### src/rtl/axis_upsizer_pkg.sv
// Shared constants and helpers for the AXI-Stream byte-to-word upsizer.
package axis_upsizer_pkg;

    localparam int BYTE_W    = 8;
    localparam int MIN_RATIO = 2;
    localparam int MAX_RATIO = 8;

    // True when a bytes-per-word ratio is one the upsizer supports.
    function automatic bit ratio_ok(input int ratio);
        return (ratio >= MIN_RATIO) && (ratio <= MAX_RATIO);
    endfunction

    // Mask with the low n bits set; callers truncate it to their lane count.
    function automatic logic [MAX_RATIO-1:0] keep_mask(input int n);
        logic [MAX_RATIO-1:0] m;
        for (int i = 0; i < MAX_RATIO; i++) begin
            m[i] = (i < n);
        end
        return m;
    endfunction

endpackage

### src/rtl/axis_upsizer_if.sv
// AXI-Stream bundle; BYTES sets the data width in bytes (1 on the input side).
interface axis_upsizer_if #(
    parameter int BYTES = 1
);
    import axis_upsizer_pkg::*;

    logic                      tvalid;
    logic                      tready;
    logic                      tlast;
    logic [BYTES*BYTE_W-1:0]   tdata;
    logic [BYTES-1:0]          tkeep;

    modport master (output tvalid, tlast, tdata, tkeep, input tready);
    modport slave  (input tvalid, tlast, tdata, tkeep, output tready);

endinterface

### src/rtl/axis_upsizer.sv
// Packs an 8-bit AXI-Stream into RATIO-byte words, little-endian, emitting a
// word when it fills or on tlast. tkeep marks the filled lanes of a short
// final word. Backpressure stalls the whole path (no skid buffer).
module axis_upsizer
    import axis_upsizer_pkg::*;
#(
    parameter int RATIO = 4,
    parameter int CNT_W = 16
) (
    input  logic              aclk,
    input  logic              areset,
    axis_upsizer_if.slave     s_axis,
    axis_upsizer_if.master    m_axis,
    output logic [CNT_W-1:0]  pkt_count
);

    localparam int               WORD_W      = RATIO * BYTE_W;
    localparam int               IDX_W       = $clog2(RATIO);
    localparam logic [IDX_W-1:0] LAST_IDX    = IDX_W'(RATIO - 1);
    localparam bit               RATIO_LEGAL = ratio_ok(RATIO);

    if (!RATIO_LEGAL) begin : g_bad_ratio
        $error("axis_upsizer: RATIO must be within 2..8");
    end

    logic [IDX_W-1:0]  byte_cnt_q, byte_cnt_d;
    logic [WORD_W-1:0] acc_data_q, acc_data_d;
    logic [RATIO-1:0]  acc_keep_q, acc_keep_d;
    logic [WORD_W-1:0] out_data_q, out_data_d;
    logic [RATIO-1:0]  out_keep_q, out_keep_d;
    logic              out_last_q, out_last_d;
    logic              out_valid_q, out_valid_d;
    logic [CNT_W-1:0]  pkt_count_q, pkt_count_d;

    logic              s_ready;
    logic              s_fire;
    logic              m_fire;
    logic              completing;
    logic [WORD_W-1:0] merged_data;
    logic [RATIO-1:0]  merged_keep;

    // Input is blocked only while a word is held that downstream is not taking.
    assign s_ready    = !areset && (!out_valid_q || m_axis.tready);
    assign s_fire     = s_axis.tvalid && s_ready;
    assign m_fire     = out_valid_q && m_axis.tready;
    assign completing = s_fire && ((byte_cnt_q == LAST_IDX) || s_axis.tlast);

    // Accumulator contents with the incoming byte dropped into lane byte_cnt.
    always_comb begin
        merged_data = acc_data_q | (WORD_W'(s_axis.tdata) << {byte_cnt_q, 3'b000});
        merged_keep = acc_keep_q | RATIO'(keep_mask(int'(byte_cnt_q) + 1));
    end

    // Accumulator next state: clear on a completing byte, else collect the byte.
    always_comb begin
        byte_cnt_d = byte_cnt_q;
        acc_data_d = acc_data_q;
        acc_keep_d = acc_keep_q;
        if (completing) begin
            byte_cnt_d = '0;
            acc_data_d = '0;
            acc_keep_d = '0;
        end else if (s_fire) begin
            byte_cnt_d = byte_cnt_q + 1'b1;
            acc_data_d = merged_data;
            acc_keep_d = merged_keep;
        end
    end

    // Output register next state: a new word wins over draining the old one.
    always_comb begin
        out_data_d  = out_data_q;
        out_keep_d  = out_keep_q;
        out_last_d  = out_last_q;
        out_valid_d = out_valid_q;
        if (completing) begin
            out_data_d  = merged_data;
            out_keep_d  = merged_keep;
            out_last_d  = s_axis.tlast;
            out_valid_d = 1'b1;
        end else if (m_fire) begin
            out_valid_d = 1'b0;
        end
    end

    // Packet counter next state: one count per tlast word accepted downstream.
    always_comb begin
        pkt_count_d = pkt_count_q;
        if (m_fire && out_last_q) begin
            pkt_count_d = pkt_count_q + 1'b1;
        end
    end

    // Accumulator state; a reset drops any partial word.
    always_ff @(posedge aclk) begin
        if (areset) begin
            byte_cnt_q <= '0;
            acc_data_q <= '0;
            acc_keep_q <= '0;
        end else begin
            byte_cnt_q <= byte_cnt_d;
            acc_data_q <= acc_data_d;
            acc_keep_q <= acc_keep_d;
        end
    end

    // Output register; a reset drops any held word.
    always_ff @(posedge aclk) begin
        if (areset) begin
            out_data_q  <= '0;
            out_keep_q  <= '0;
            out_last_q  <= 1'b0;
            out_valid_q <= 1'b0;
        end else begin
            out_data_q  <= out_data_d;
            out_keep_q  <= out_keep_d;
            out_last_q  <= out_last_d;
            out_valid_q <= out_valid_d;
        end
    end

    // Free-running packet counter, wraps naturally at 2^CNT_W.
    always_ff @(posedge aclk) begin
        if (areset) begin
            pkt_count_q <= '0;
        end else begin
            pkt_count_q <= pkt_count_d;
        end
    end

    assign s_axis.tready = s_ready;
    assign m_axis.tvalid = out_valid_q;
    assign m_axis.tdata  = out_data_q;
    assign m_axis.tkeep  = out_keep_q;
    assign m_axis.tlast  = out_last_q;
    assign pkt_count     = pkt_count_q;

endmodule

### src/flat_wrapper.sv
// flat-port wrapper written by rule: the top's interface ports become plain ports
module axis_upsizer_flat import axis_upsizer_pkg::*;
#(
    parameter int RATIO = 4,
    parameter int CNT_W = 16
)
  (aclk, areset, pkt_count, s_axis_tvalid, s_axis_tlast, s_axis_tdata, s_axis_tkeep, s_axis_tready, m_axis_tvalid, m_axis_tlast, m_axis_tdata, m_axis_tkeep, m_axis_tready);
  axis_upsizer_if #(.BYTES(1)) s_axis_i ();
  axis_upsizer_if #(.BYTES(RATIO)) m_axis_i ();
  input  logic aclk;
  input  logic areset;
  output logic [CNT_W-1:0] pkt_count;
  input wire logic [$bits(s_axis_i.tvalid)-1:0] s_axis_tvalid;
  input wire logic [$bits(s_axis_i.tlast)-1:0] s_axis_tlast;
  input wire logic [$bits(s_axis_i.tdata)-1:0] s_axis_tdata;
  input wire logic [$bits(s_axis_i.tkeep)-1:0] s_axis_tkeep;
  output wire logic [$bits(s_axis_i.tready)-1:0] s_axis_tready;
  output wire logic [$bits(m_axis_i.tvalid)-1:0] m_axis_tvalid;
  output wire logic [$bits(m_axis_i.tlast)-1:0] m_axis_tlast;
  output wire logic [$bits(m_axis_i.tdata)-1:0] m_axis_tdata;
  output wire logic [$bits(m_axis_i.tkeep)-1:0] m_axis_tkeep;
  input wire logic [$bits(m_axis_i.tready)-1:0] m_axis_tready;
  assign s_axis_i.tvalid = s_axis_tvalid;
  assign s_axis_i.tlast = s_axis_tlast;
  assign s_axis_i.tdata = s_axis_tdata;
  assign s_axis_i.tkeep = s_axis_tkeep;
  assign s_axis_tready = s_axis_i.tready;
  assign m_axis_tvalid = m_axis_i.tvalid;
  assign m_axis_tlast = m_axis_i.tlast;
  assign m_axis_tdata = m_axis_i.tdata;
  assign m_axis_tkeep = m_axis_i.tkeep;
  assign m_axis_i.tready = m_axis_tready;
  axis_upsizer #(.RATIO(RATIO), .CNT_W(CNT_W)) u_core (.aclk(aclk), .areset(areset), .s_axis(s_axis_i), .m_axis(m_axis_i), .pkt_count(pkt_count));
endmodule
### config.mk
export PLATFORM = sky130hd
export DESIGN_NAME = axis_upsizer_flat
export DESIGN_NICKNAME = d
export VERILOG_FILES = /design/src/rtl/axis_upsizer_pkg.sv /design/src/rtl/axis_upsizer_if.sv /design/src/rtl/axis_upsizer.sv /design/src/flat_wrapper.sv
export SDC_FILE = /design/constraint.sdc
export NUM_CORES = 1
export LEC_CHECK = 0
export BUFFER_PORTS_ARGS = -buffer_cell sky130_fd_sc_hd__clkbuf_2
export CORE_MARGIN = 2
export CORE_UTILIZATION = 25
export CTS_CLUSTER_DIAMETER = 30
export CTS_CLUSTER_SIZE = 25
export DETAILED_ROUTE_END_ITERATION = 16
export PLACE_DENSITY = 0.52
export SYNTH_ARGS = -nofsm -noshare
export SYNTH_HDL_FRONTEND = slang
export SYNTH_SLANG_ARGS = --single-unit
### constraint.sdc
create_clock -name aclk -period 3 [get_ports aclk]
set_input_delay 0.3 -clock aclk [delete_from_list [all_inputs] [get_ports aclk]]
set_output_delay 0.3 -clock aclk [all_outputs]
set_load 0.02 [all_outputs]
; ---- Yosys cells after proc, flatten, opt, wreduce, memory -nomap -nowiden
; Cells that the tools add are included.
[word_totals]
ff_bits = 92
inputBits = 14
output_inout_bits = 55
mem_bits_rw = 0
latch_bits = 0
rom_bits = 0
word_cells = 32
n_memories = 0
[classes]
mux = 2
addsub = 3
n_reduce_logical = 11
shifts = 1
magnitude_cmp = 4
mul = 0
bitwise = 2
div = 0
n_eq_ne = 1
[ops]
columns = cell, n
row1 = $lt A3 B32 Y1 const A, 2
row2 = $lt A1 B32 Y1 const A, 1
row3 = $lt A2 B32 Y1 const A, 1
row4 = $or A32 B32 Y32, 1
row5 = $shl A8 B5 Y32, 1
row6 = $add A16 B1 Y16 const B, 1
row7 = $logic_and A1 B1 Y1, 5
row8 = $or A4 B4 Y4, 1
row9 = $add A2 B1 Y3 const B, 1
row10 = $add A2 B1 Y2 const B, 1
row11 = $eq A2 B2 Y1 const B, 1
row12 = $logic_not A1 Y1, 2
row13 = $logic_or A1 B1 Y1, 2
row14 = $mux W1, 2
row15 = $reduce_bool A2 Y1, 1
row16 = $reduce_or A2 Y1, 1

; ---- Longest topological paths before layout
; Gate-level depths: netlist of run 1.
[depth]
word_depth = 6
mapped_depth = 6
depth_no_buf = 5

; ---- Worst setup path after synthesis of run 1
; Ideal clock, no wire load.
[synth_timing]
kind = register -> register
start = register u_core.pkt_count_q[0] (netlist: u_core.pkt_count[0])
end = register u_core.pkt_count_q[10] (netlist: u_core.pkt_count[10])
arrival_ns = 1.629
n_path_buf = 1
t_required_ns = 2.929
period_less_slack_ns = 1.700
setup_slack_ns = 1.300
stages_incl_launch_ff = 7
cell_sequence = dfxtp_1 -> ha_1 -> and4_1 -> clkbuf_1 -> nand3_1 -> or3_1 -> a21oi_1
[synth_between]
elab_chain_cells = 1
[synth_rtl]
columns = item, line
row1 = "start, declared", axis_upsizer.sv:33  ; logic [CNT_W-1:0] pkt_count_q, pkt_count_d;
row2 = "start signal, assigned", axis_upsizer.sv:127  ; pkt_count_q <= pkt_count_d;
row3 = $add A16 B1 Y16, axis_upsizer.sv:90  ; pkt_count_d = pkt_count_q + 1'b1;
; Every way passes these cells.
; A chain may end at the register's enable or synchronous reset.

; ---- Worst setup path in the final report of run 1
[layout_timing]
start = register u_core.byte_cnt_q[0]
end = register u_core.acc_data_q[15]
[layout_between]
elab_chain_cells = 4
elab_cells_between_ends = 6
classes_between = 1 x eq/ne / 1 x shift / 1 x bitwise / 3 x reduce/logical
[layout_rtl]
columns = item, line
row1 = "start, declared", axis_upsizer.sv:26  ; logic [IDX_W-1:0] byte_cnt_q, byte_cnt_d;
row2 = "start signal, assigned", axis_upsizer.sv:101  ; byte_cnt_q <= byte_cnt_d;
row3 = branches (longest 4 deep; another with $shl A8 B5 Y32), --
row4 = "end signal, assigned", axis_upsizer.sv:102  ; acc_data_q <= acc_data_d;
row5 = "end, declared", axis_upsizer.sv:27  ; logic [WORD_W-1:0] acc_data_q, acc_data_d;
; Several ways; the timed one is not identified.

==> metrics.txt, run 1 <==
outcome=completed; hold-fix buffer count after cts=0; # resized after CTS=0; overall routing resource usage=11.0%; largest net degree at the start of global routing=39; Synth Net Count=416; Layout area overhead=20.8%; top post-synthesis cells by area=dfxtp_1, a211oi_2, a21oi_1; die area=0.0159 mm2; die width=126 um; dpl ws=0.938 ns; final worst setup slack=0.960 ns; Placer Congestion=0.720; number of synthesized flops with an enable pin=0; CTS tree=yes; vias per cell=between 4 and 5; Reg clk slew, reported paths=0.06 ns; Synth Warn #=0; Yosys reg bits=92; Peak VDD IR=0.276 mV; # port buffers=67; dpl cell area=0.00417 mm2; ys async rst share=0%; number of library cell types mapped by synthesis=36; final setup fails=0; Starting Density=approximately 26%; CTS buffer count=9; routed len/inst=13.7 um; Starting DRT DRC Count=124; RSZ-0062 raised after global routing=no; number of global-route vias before repair=about 2,700; critical path data required time=3.28 ns; DP HPWL=just over 6 mm; share of cells above drive strength 1=29.4%; final setup skew=0.00782 ns; Mapped Cells=between 300 and 400; post-synthesis sequential area ratio=49.5%; Fin. Hold Viols=0; Root Buffer=clkbuf_16; Final Cell Area=~0.0045 mm2; First-pass DRT Iterations=4; fmax=490 MHz; Clock Latency Late Sink=about 0.34 ns; ys flop type=dfxtp_1; CTS H-Tree Depth=3; Leak Pwr=roughly 1.6 nW; Critical Path Start Type=register; period utilisation layout=68.0%; max-slew violation count=0; Hold Worst Slack=0.197 ns; final WL=8.73 mm; final antenna-violating net count=0; Via Count=2,936; first-pass GRT wire length=14.0 mm; # rows=44; most common cell in the netlist=dfxtp_1; Worst Max-Slew Pin Slew=0.735 ns; initial antenna violation count=1; top cell type's share of synthesized area=49.5%; Setup Fix Bufs, Post-CTS=0; Max-Cap Viols=0; Clock Tree Buf Depth=2; Ports=69; peak fanout along the critical path=9; fin util=between 30% and 40%; Hold Crit Class=primary input to register; Synth area leader=dfxtp_1; worst path arrival time=2.32 ns; Synth Area per Inst=9.37 um2; Crit Path Class=register to register; relative slew slack=50.8%; Overflow after GRT=0; Setup crit end kind=register; NumNets Final=468; Tmin final=2.04 ns; DRC viols=0; Commonest cells post-synth=dfxtp_1, nor2_1, a21oi_1; core area=0.0145 mm2; Netlist Area Pre-Place=0.00372 mm2; die height=between 100 and 150 um; final setup TNS=0 ns; Pwr Density=just over 600 mW/mm2; clk sinks=92
-- worst max-delay path: stages, from the launching register on --
cell and delay (ns):
dfxtp_1 0.49, nor2b_1 0.54, nor4b_2 0.68, a21oi_1 0.16
nor2_1 0.10
-- worst paths after layout --
| check | start | end | slack [ns] | cells past startpoint |
|---|---|---|---|---|
| worst max register to register | u_core.byte_cnt_q[0] | u_core.acc_data_q[15] | 0.96 | 4 |
| worst min register to register | u_core.acc_keep_q[3] | u_core.acc_keep_q[3] | 0.43 | 2 |
| worst max-delay path | u_core.byte_cnt_q[0] | u_core.acc_data_q[15] | 0.96 | 4 |
| worst min-delay path | s_axis_tlast | u_core.m_axis.tkeep[3] | 0.20 | 2 |
-- sequential cells by signal (all words and copies together), names as in the netlist --
name                  flops
u_core.pkt_count         16
u_core.m_axis.tdata      32
u_core.m_axis.tlast       1
u_core.m_axis.tvalid      1
u_core.acc_keep_q         4
u_core.byte_cnt_q         2
u_core.m_axis.tkeep       4
u_core.acc_data_q        32
-- cell type report --
type	count	area, um2
clock buffer	9	225
clock inverter	6	95.1
inverter	8	30.0
sequential	92	1840
multi-input combinational	265	1690
tap	184	230
fill	1545	10000
timing repair buffer	73	380
antenna	1	2.50
-- cell usage in the layout (no fill, tap or decap), types with 5 or more instances in the layout --
cell / instances
nand3_1: 6
inv_1: 7
nor2_1: 87
or3_1: 6
xor2_1: 6
o21ai_0: 7
a211oi_2: 34
clkbuf_16: 9
clkbuf_2: 66
buf_4: 6
a21oi_1: 75
ha_1: 5
dfxtp_1: 92
-- cell families (layout without fill, tap and decap cells) --
kind of cell / count (synthesis) / after routing / share of synthesized area (%)
buffers and inverters: 40 / 96 / 5.52
AND/OR/NAND/NOR: 128 / 128 / 17.0
flip-flops: 92 / 92 / 49.5
adder cells (fa/ha/maj): 5 / 5 / 1.68
XOR/XNOR: 9 / 9 / 2.12
other: 0 / 1 / 0
AO/OA/AOI/OAI: 121 / 121 / 23.6
multiplexers: 2 / 2 / 0.538
-- power by group --
part	leakage [nW]	total [mW]	internal [mW]	switching [mW]
logic	0.743	0.232	0.0737	0.159
clock network	0.150	1.22	0.734	0.489
registers	0.746	1.27	1.25	0.0196
-- metrics by stage --
stage | cells | power (mW)
6_report | 638 | 2.73
5_1_grt | 638 | 2.83
4_1_cts | 637 | 2.77
3_5_place_dp | 622 | 1.54
3_3_place_gp | 622 | 1.53
2_1_floorplan | 397 | 1.47
-- per-layer routing --
| layer | GRT usage (%) | share of wire, % | up-vias | routed length (um) |
|---|---|---|---|---|
| met1 | 15.1 | 49 | 1359 | 4240 |
| li1 | - | - | 1489 | - |
| met3 | 3.02 | 4.7 | 16 | 410 |
| met5 | 0 | 0 | - | 0 |
| met4 | 4.20 | 2.3 | 0 | 203 |
| met2 | 16.4 | 44 | 72 | 3880 |
Note: power is estimated with default switching activity, not from simulation.
==> run 2, diff against run 1 <==
--- a/config.mk
+++ b/config.mk
@@ -5,13 +5,14 @@
 export SDC_FILE = /design/constraint.sdc
 export NUM_CORES = 1
 export LEC_CHECK = 0
+export ABC_AREA = 1
 export BUFFER_PORTS_ARGS = -buffer_cell sky130_fd_sc_hd__clkbuf_2
 export CORE_MARGIN = 2
 export CORE_UTILIZATION = 25
 export CTS_CLUSTER_DIAMETER = 30
 export CTS_CLUSTER_SIZE = 25
 export DETAILED_ROUTE_END_ITERATION = 16
-export PLACE_DENSITY = 0.52
+export PLACE_DENSITY = 0.53
 export SYNTH_ARGS = -nofsm -noshare
 export SYNTH_HDL_FRONTEND = slang
 export SYNTH_SLANG_ARGS = --single-unit
==> constraint.sdc (replaced) <==
create_clock -name aclk -period 1.8 [get_ports aclk]
set_input_delay 0.18 -clock aclk [delete_from_list [all_inputs] [get_ports aclk]]
set_output_delay 0.18 -clock aclk [all_outputs]
set_load 0.02 [all_outputs]
==> metrics.txt, run 2 <==
crit path max-delay cell type=dfxtp_1; Worst Max-Slew Pin Slew=0.437 ns (-0.299 ns); Netlist Area Pre-Place=0.00397 mm2 (+6.6%); ys flop type=dfxtp_1; final setup fails=0 (unchanged); DP HPWL=6.67 mm (+9.0%); First-pass DRT Iterations=4 (unchanged); dpl ws=0.228 ns (-0.710 ns); met3 Usage GRT=3.69% (+0.67 points); global-route layer with the greatest usage=met2; core area=0.0157 mm2 (+8.1%); Final Cell Area=0.00480 mm2 (+6.9%); largest net degree at the start of global routing=39 (unchanged); Via Count=3,539 (+21%); final std cells w/o fill=860 (+35%); Setup Fix Bufs, Post-CTS=0 (unchanged); final WL=9.58 mm (+9.8%); Placer Congestion=0.736 (+2.2%); die height=130 um (+3.2%); sw frac=25.2% (+0.77 points); Hold Crit Depth=3 (+1); critical path data required time=2.02 ns (-1.26 ns); max-slew violation count=0 (unchanged); CTS buffer count=9 (unchanged); Clock Tree Buf Depth=2 (unchanged); first-pass GRT wire length=16.0 mm (+14%); Net Sw Power=1.10 mW (+65%); number of global-route vias before repair=3,231 (+20%); # resized after CTS=0 (unchanged); mux cell area share after synthesis=0% (-0.54 points); Pwr Density=912 mW/mm2 (+50%); GRT met2 Usage=18.4% (+2.1 points); share of cells above drive strength 1=16.1% (-13 points); Layout area overhead=21.1%; CTS tree=yes; dpl cell area=0.00451 mm2 (+8.1%); ys async rst share=0% (unchanged); NumNets Final=658 (+41%); final worst setup slack=0.227 ns (-0.733 ns); period utilisation layout=87.4% (+19 points); Synth Area per Inst=6.91 um2 (-26%); clock share of power=42.4% (-2.4 points); number of synthesized flops with an enable pin=0 (unchanged); commonest cells after routing, fill and taps aside=nand2_1, nor2_1, dfxtp_1; hold wc startpoint=s_axis_tlast; worst path arrival time=1.79 ns (-0.53 ns); Placed Instances=844 (+36%); clk sinks=92 (unchanged); post-synthesis sequential area ratio=46.4% (-3.1 points); most common cell after layout, fill and taps aside=nand2_1; Simple-Gate Fraction of Synth Area=32.3% (+15 points); DRC viols=0 (unchanged); Synth Net Count=593 (+43%); WHS Endpoint=u_core.m_axis.tlast; internal power=3.28 mW (+59%); Seq pwr share=48.5% (+1.8 points); Hold Worst Slack=0.103 ns (-0.0944 ns); most common cell in the netlist=nand2_1; overall routing resource usage=12.1% (+1.1 points); Critical Path Start Type=register; die area=0.0169 mm2 (+6.4%); top post-synthesis cells by area=dfxtp_1, nand2_1, nor2_1; Setup crit end kind=register; area share of fa/ha/maj cells after synthesis=1.58% (-0.10 points); Max stage delay on crit path=0.39 ns (-0.29 ns); FF/Latch Area=0.00184 mm2 (unchanged); complex-gate fraction of the synthesized area=7.10% (-17 points); top cell type's share of synthesized area=46.4% (-3.1 points); initial antenna violation count=0 (-1); number of library cell types mapped by synthesis=23 (-36%); largest family of logic cells by synthesized area=simple AND/OR/NAND/NOR gates; routed len/inst=11.1 um (-19%); Peak VDD IR=0.719 mV (+160%); Crit Path Class=register to register; Starting Density=25.2% (-0.35 points); relative slew slack=70.9% (+20 points); Leak Pwr=2.41 nW (+47%); fin util=30.6% (-0.34 points); Fin. Hold Viols=0 (unchanged); Mapped Cells=574 (+45%); hold-fix buffer count after cts=0 (unchanged); CP bufs+invs=2 (+2); fmax=636 MHz (+30%); final antenna-violating net count=0 (unchanged); Yosys reg bits=92 (unchanged); R2R cell count=7 (+3); XOR/XNOR Fraction of Synth Area=0% (-2.1 points); Clock Latency Late Sink=0.34 ns (about the same); Tmin final=1.57 ns (-0.467 ns); vias per cell=4.12 (-11%); Synth area leader=dfxtp_1; Total Power=4.38 mW (+60%); # rows=46 (+4.5%); area of the multi-input gates=0.00163 mm2 (-3.6%); Commonest cells post-synth=nand2_1, nor2_1, dfxtp_1; Worst path most repeated cell=nor2_1; Max-Cap Viols=0 (unchanged); Ports=69 (unchanged); fillers=1,767 (+14%); Synth Warn #=0 (unchanged); outcome=completed; final setup TNS=0 ns (unchanged); Reg clk slew, reported paths=0.07 ns (about the same); number of diodes=0 (-1); peak fanout along the critical path=34 (+25); Comb power frac=9.2% (+0.7 points); # port buffers=67 (unchanged); Root Buffer=clkbuf_16; final setup skew=0.00894 ns (+0.00112 ns); reg2reg start=u_core.byte_cnt_q[0]; Starting DRT DRC Count=219 (+77%); Overflow after GRT=0 (unchanged); Hold Crit Class=primary input to register; worst r2r dst=u_core.acc_data_q[14]; grt met1 use=16.7% (+1.6 points); R2R setup slack=0.23 ns (-0.73 ns); die width=130 um (+3.2%); Cell Chain, Critical Path=ha_1 > nor2_1 > inv_1 > nand2_2 > nand2_1 > buf_4 > nor2_1; RSZ-0062 raised after global routing=no; crit-path leading delay family=buffers and inverters; CTS H-Tree Depth=3 (unchanged)
run 2: per-layer routing:
metal / vias up / share of wire (%)
met3: 8 / 5.4
li1: 1901 / -
met4: 0 / 0.99
met5: - / 0
met2: 82 / 44
met1: 1548 / 49
run 2: worst min-delay path, delay by kind of cell:
kind / cells / cell delay (ns)
and+or+nand+nor: 1 / 0.06
AOI/OAI and AO/OA: 1 / 0.05
buffers and inverters: 1 / 0.09
run 2: worst max-delay path by stage:
stage                         startpoint                     end  slack, ns  cells after the start
floorplan           u_core.byte_cnt_q[0]  u_core.m_axis.tkeep[2]       0.14                      7
global placement    u_core.byte_cnt_q[0]    u_core.acc_data_q[8]       0.26                      7
detailed placement  u_core.byte_cnt_q[0]   u_core.acc_data_q[11]       0.23                      7
CTS                 u_core.byte_cnt_q[0]   u_core.acc_data_q[28]       0.21                      7
global route        u_core.byte_cnt_q[0]    u_core.acc_data_q[8]       0.02                      7
finish              u_core.byte_cnt_q[0]   u_core.acc_data_q[14]       0.23                      7
run 2: cell families after synthesis:
logic type	count (synthesis)
adder cells (fa/ha/maj)	5
buffers and inverters	110
AND/OR/NAND/NOR	311
AO/OA/AOI/OAI	56
flip-flops	92
run 2: power by group through the flow:
stage | clock network [mW] | logic (mW) | registers [mW]
2_1_floorplan | 0 | 0.232 | 2.22
3_3_place_gp | 0 | 0.409 | 2.17
3_5_place_dp | 0 | 0.408 | 2.17
4_1_cts | 1.93 | 0.410 | 2.12
5_1_grt | 2.02 | 0.457 | 2.13
6_report | 1.86 | 0.401 | 2.12
run 2: layout make-up:
type	instances	share of cell area, %
Clock buffer	12	5.55
Tap cell	216	5.63
Sequential cell	92	38.4
Multi-Input combinational cell	372	33.8
Timing Repair Buffer	82	9.59
Inverter	82	6.41
Clock inverter	4	0.625
